$ cat src/rtl/trimux_sched.sv
// trimux_sched: packs whole element descriptors into BS-slot beats and emits
// per-beat crossbar control (count, lengths, offsets, prefix-sum slot ends).
module trimux_sched #(
    parameter int VLEN = 256,
    parameter int BSW  = 5,
    localparam int BS  = 1 << BSW,
    localparam int WW  = $clog2(VLEN) - BSW + 1
) (
    input  logic           clk,
    input  logic           rst,
    input  logic           in_valid,
    output logic           in_ready,
    input  logic [BSW:0]   in_num,
    input  logic [WW-1:0]  in_len [BS],
    input  logic [BSW-1:0] in_pos [BS],
    input  logic           in_flush,
    output logic           out_valid,
    input  logic           out_ready,
    output logic [BSW:0]   out_inum,
    output logic [WW-1:0]  out_ilen [BS],
    output logic [BSW-1:0] out_ipos [BS],
    output logic [BSW:0]   out_psum [BS],
    output logic [BSW:0]   out_fill
);
    localparam logic [BSW:0] FULL = (BSW + 1)'(BS);
    localparam logic [BSW:0] ONE  = (BSW + 1)'(1);

    typedef enum logic [1:0] {IDLE, PACK, EMIT} state_t;

    state_t         r_state, w_next;
    logic [WW-1:0]  r_len [BS];
    logic [BSW-1:0] r_pos [BS];
    logic [BSW:0]   r_num, r_cursor, r_cnt, r_fill;
    logic           r_flush;
    logic [WW-1:0]  r_ilen [BS];
    logic [BSW-1:0] r_ipos [BS];
    logic [BSW:0]   r_psum [BS];

    logic [BSW-1:0] w_e;
    logic [WW-1:0]  w_l;
    logic [BSW:0]   w_sum, w_cnt1, w_cur1;
    logic           w_fit, w_take, w_clear;

    // fill <= BS and L < BS, so the sum never exceeds BSW+1 bits
    assign w_e     = r_cursor[BSW-1:0];
    assign w_l     = r_len[w_e];
    assign w_sum   = r_fill + (BSW + 1)'(w_l);
    assign w_fit   = w_sum <= FULL;
    assign w_cnt1  = r_cnt + ONE;
    assign w_cur1  = r_cursor + ONE;
    assign w_take  = r_state == PACK && w_fit;
    assign w_clear = r_state == EMIT && out_ready;

    always_ff @(posedge clk)
        r_state <= rst ? IDLE : w_next;

    always_comb begin
        w_next = r_state;
        case (r_state)
            IDLE: if (in_valid) w_next = |in_num ? PACK : (in_flush && |r_cnt) ? EMIT : IDLE;
            PACK: w_next = (!w_fit || w_sum == FULL || w_cnt1 == FULL) ? EMIT :
                           w_cur1 != r_num ? PACK : r_flush ? EMIT : IDLE;
            EMIT: if (out_ready) w_next = r_cursor < r_num ? PACK : IDLE;
            default: w_next = IDLE;
        endcase
    end

    always_comb begin
        in_ready  = r_state == IDLE;
        out_valid = r_state == EMIT;
    end

    assign out_inum = r_cnt;
    assign out_fill = r_fill;
    assign out_ilen = r_ilen;
    assign out_ipos = r_ipos;
    assign out_psum = r_psum;

    // open beat: cleared on reset or when the crossbar takes it, so unused slots read 0
    always_ff @(posedge clk) begin
        if (rst || w_clear) begin
            r_cnt  <= '0;
            r_fill <= '0;
            for (int i = 0; i < BS; i++) begin
                r_ilen[i] <= '0;
                r_ipos[i] <= '0;
                r_psum[i] <= '0;
            end
        end else if (w_take) begin
            r_ilen[r_cnt[BSW-1:0]] <= w_l;
            r_ipos[r_cnt[BSW-1:0]] <= r_pos[w_e];
            r_psum[r_cnt[BSW-1:0]] <= w_sum;
            r_cnt  <= w_cnt1;
            r_fill <= w_sum;
        end
    end

    always_ff @(posedge clk) begin
        if (rst) begin
            r_num    <= '0;
            r_flush  <= 1'b0;
            r_cursor <= '0;
            for (int i = 0; i < BS; i++) begin
                r_len[i] <= '0;
                r_pos[i] <= '0;
            end
        end else if (r_state == IDLE && in_valid) begin
            r_num    <= in_num;
            r_flush  <= in_flush;
            r_cursor <= '0;
            r_len    <= in_len;
            r_pos    <= in_pos;
        end else if (w_take) begin
            r_cursor <= w_cur1;
        end
    end
endmodule

$ cat config.mk
export PLATFORM = sky130hd
export DESIGN_NAME = trimux_sched
export DESIGN_NICKNAME = d
export VERILOG_FILES = /design/src/rtl/trimux_sched.sv
export SDC_FILE = /design/constraint.sdc
export NUM_CORES = 2
export LEC_CHECK = 0
export BUFFER_PORTS_ARGS = -buffer_cell sky130_fd_sc_hd__buf_2
export CAP_MARGIN = 20
export CORE_AREA = 4 4 305 307
export DETAILED_ROUTE_END_ITERATION = 8
export DIE_AREA = 0 0 309 311
export GPL_TIMING_DRIVEN = 0
export SYNTH_ARGS = -nofsm -noshare
export SYNTH_HDL_FRONTEND = slang
export SYNTH_SLANG_ARGS = --single-unit
$ cat constraint.sdc
create_clock -name clk -period 3.7 [get_ports clk]
set_input_delay 0.185 -clock clk [delete_from_list [all_inputs] [get_ports clk]]
set_output_delay 0.185 -clock clk [all_outputs]
set_load 0.02 [all_outputs]
==> results.json <==
{
  "status": "finished with violations",
  "violations": "negative setup slack",
  "p_int_mw": 15.9,
  "async_reset_ff_share_pct": 0,
  "power_density_nw_per_um2": 496,
  "synth-edff-count": 0,
  "crit_arrival_ns": 4.65,
  "ys_seq_elements": 795,
  "syn_nets": 3842,
  "antenna_found_initial": 7,
  "cp_max_fo": 5,
  "drt_iter0_markers": 2218,
  "dpl_worst_slack_ns": -1.91,
  "yosys_warnings": 0,
  "fp.coreArea_um2": 90000,
  "worstSetupEndpointType": "flop",
  "area_delta_synth_final_pct": 44.1,
  "slew_headroom_pct": 37.4,
  "grt_max_degree": 16,
  "p_seq_share_pct": 39.6,
  "vias_per_cell": 5.16,
  "cts_buffers": 87,
  "ys.flop_type": "dfxtp_1",
  "grt_pass1_wl_um": 207000,
  "grt_setup_unrepaired": "true",
  "power_frac_comb_pct": 20.4,
  "crit_top_cell": "buf_12",
  "max_stage_delay_ns": 0.54,
  "ios": 793,
  "worst_slack_ns": -0.385,
  "worst_pin_slew_ns": 0.939,
  "wire_per_inst_um": 23.9,
  "fmax_mhz": 245,
  "cp.required_ns": 4.27,
  "cts_tree": "built",
  "path_clk_slew_ns": 0.06,
  "dieArea_um2": 96100,
  "rows": 110,
  "drive_gt1_share_pct": 28.2,
  "irDropWorstVdd_uv": 310,
  "synth_cells": 3527,
  "cp-start-kind": "flop",
  "drt.antenna.violating_nets": 0,
  "setup_viol": 499,
  "hold_viol_final": 0,
  "place.port_buffers": 792,
  "gp_congestion": 0.882,
  "nNetsFinal": 5126,
  "grt_pass1_vias": 30823,
  "finalCritPeriodShare_pct": 110,
  "cts.sinks": 795,
  "sw_frac_of_total_pct": 30.4,
  "syn_area_um2": 32000,
  "crit_type": "flop to flop",
  "num_vias": 31257,
  "ys_types": 61,
  "grt_usage_pct": 28.8,
  "dr.pass1.iters": 6,
  "path_cells": "buf_12 > buf_12 > mux4_2 > o22ai_4 > nor4_4 > buf_12 > ha_4 > fa_2 > buf_8 > nor4_4 > o21ai_4 > buf_6 > a2bb2oi_4 > buf_2 > buf_4 > or3_1 > a21oi_1",
  "drcViolationCount": 0,
  "cap_violations": 0,
  "skew_ns": 0.0228,
  "gr-total-overflow": 0,
  "die_x_um": 309,
  "crit_path_top_delay_cell": "mux4_2",
  "clock_latency_ns": 0.65,
  "yosysSeqAreaShare_pct": 49.8,
  "slew_violations": 0,
  "fillers": 8397,
  "clockBufferDepth": 3,
  "clock-root-buffer": "clkbuf_16",
  "wirelength_um": 145000,
  "p_leak_nw": 18.3,
  "start_util_pct": 35.5,
  "power_switching_mw": 6.94,
  "p_clk_share_pct": 39.9,
  "total_power_mw": 22.8,
  "min_period_ns": 4.08,
  "syn_area_per_cell_um2": 9.06,
  "hold_class": "input port to flop",
  "die_y_um": 311,
  "h-tree-depth": 3,
  "worst_hold_slack_ns": 0.208,
  "dpl.hpwl_um": 105000
}
==> area by class of cell <==
cell class | count | area [um2] | share of cell area, %
Antenna cell | 9 | 22.5 | 0.0489
Buffer | 308 | 2110 | 4.58
Clock buffer | 119 | 2420 | 5.26
Clock inverter | 33 | 532 | 1.16
Inverter | 14 | 56.3 | 0.122
Multi-Input combinational cell | 2406 | 15100 | 32.7
Sequential cell | 795 | 15900 | 34.6
Tap cell | 1176 | 1470 | 3.20
Timing Repair Buffer | 1199 | 8460 | 18.4
==> worst max-delay path, delay by kind of cell, from the launching register on <==
family	cells	cell delay (ns)
mux	1	0.54
flops	1	0.39
compound gates	4	0.70
fa+ha+maj	2	0.58
simple gates	3	0.70
buf+inv	7	1.08
==> worst paths after layout <==
path	endpoint	slack [ns]	cells past startpoint	startpoint
worst max-delay path	out_inum[3]	-0.38	17	r_cursor[1]
worst min-delay path	r_flush	0.21	3	rst
worst max register to register	out_inum[3]	-0.38	17	r_cursor[1]
worst min register to register	out_psum[6]	0.45	2	out_psum[6]
==> per-stage QoR <==
| stage | util [%] | cell area [um2] | setup TNS [ns] | cells |
|---|---|---|---|---|
| floorplan | - | 32100 | -8.32 | 3527 |
| global placement | 41.7 | 37600 | -762.70 | 5495 |
| detailed placement | 41.7 | 37600 | -764.10 | 5495 |
| CTS | 50.4 | 45300 | -156.40 | 6032 |
| global route | 51.1 | 46000 | -167.33 | 6054 |
| finish | 51.1 | 46000 | -131.22 | 6059 |
==> state kept, by name (all words and copies together), names as in the netlist <==
signal / cells
out_ilen: 128
r_cursor: 6
r_state: 2
r_len: 128
out_fill: 6
r_num: 6
r_pos: 160
out_inum: 6
out_psum: 192
out_ipos: 160
r_flush: 1
==> layer usage <==
metal  track usage [%]  part of all wire (%)  vias up
met5                 0                 0.018        -
met4              11.4                   4.3        4
met3              7.53                   8.3      298
met2              50.2                    49     1268
met1              33.7                    39    15143
li1                  -                     -    14544
==> cell usage after synthesis, drive strengths merged (2+ instances only) <==
master	count	share of area (%)
or3	9	0.18
buf	120	2.4
o211ai	20	0.47
nand2b	3	0.059
nor3	5	0.11
o32a	8	0.28
inv	14	0.16
clkbuf	192	2.3
o22ai	53	1.9
o21ai	65	1.0
a21oi	492	7.7
xnor2	8	0.22
nor3b	4	0.16
mux2i	285	8.9
nor2b	5	0.098
xor2	5	0.22
and2	9	0.18
ha	15	0.59
a311oi	4	0.11
a211oi	24	0.85
o21a	2	0.047
nor2	316	3.7
nand3	68	1.1
a31oi	2	0.039
dfxtp	795	50
nand2	893	10
mux4	72	5.1
and3	6	0.12
o32ai	8	0.62
nor4	10	0.59
==> timing repair <==
action,CTS,global route
hold endpoints to repair,297,0
endpoints found under the setup margin,500,499
hold buffers,297,0
setup buffers,81,12
gates resized for setup,213,111
pin swaps,65,60
gates cloned,11,7
==> cells in the final DEF, fill, tap and decap left out, types with 10 or more instances in the layout <==
master         netlist  final
mux4_2              72     72
a21oi_1            492    473
o22ai_1             33     17
clkbuf_2             2     10
buf_2               71    823
ha_1                15     14
clkbuf_1           190    196
clkbuf_16            0     95
nand2_1            893    886
buf_4               17     51
buf_12               0     54
a21oi_2              0     19
nor2_1             315    312
buf_6               23     50
nand3_1             67     64
inv_1               13     12
o211ai_1            20     20
buf_8                0     21
bufinv_16            0     11
a211oi_2            18     18
mux2i_1            285    281
o21ai_0             64     62
o22ai_4             20     27
dfxtp_1            795    793
dlygate4sd3_1        0    297
==> cells by family after synthesis <==
family | after synthesis | synth area share [%]
AND/OR/NAND/NOR | 1329 | 16.8
flip-flops | 795 | 49.8
XOR/XNOR | 13 | 0.439
adder cells (fa/ha/maj) | 16 | 0.650
buffers and inverters | 326 | 4.85
AO/OA/AOI/OAI | 691 | 13.5
multiplexers | 357 | 14.0
==> power groups by stage <==
stage,Combinational [mW],Clock [mW],Sequential [mW]
floorplan,2.11,0,9.24
global placement,3.74,0,9.22
detailed placement,3.77,0,9.23
CTS,4.48,9.25,9.04
global route,4.93,9.62,9.08
finish,4.67,9.12,9.05
Power figures use the tool's default switching activity.
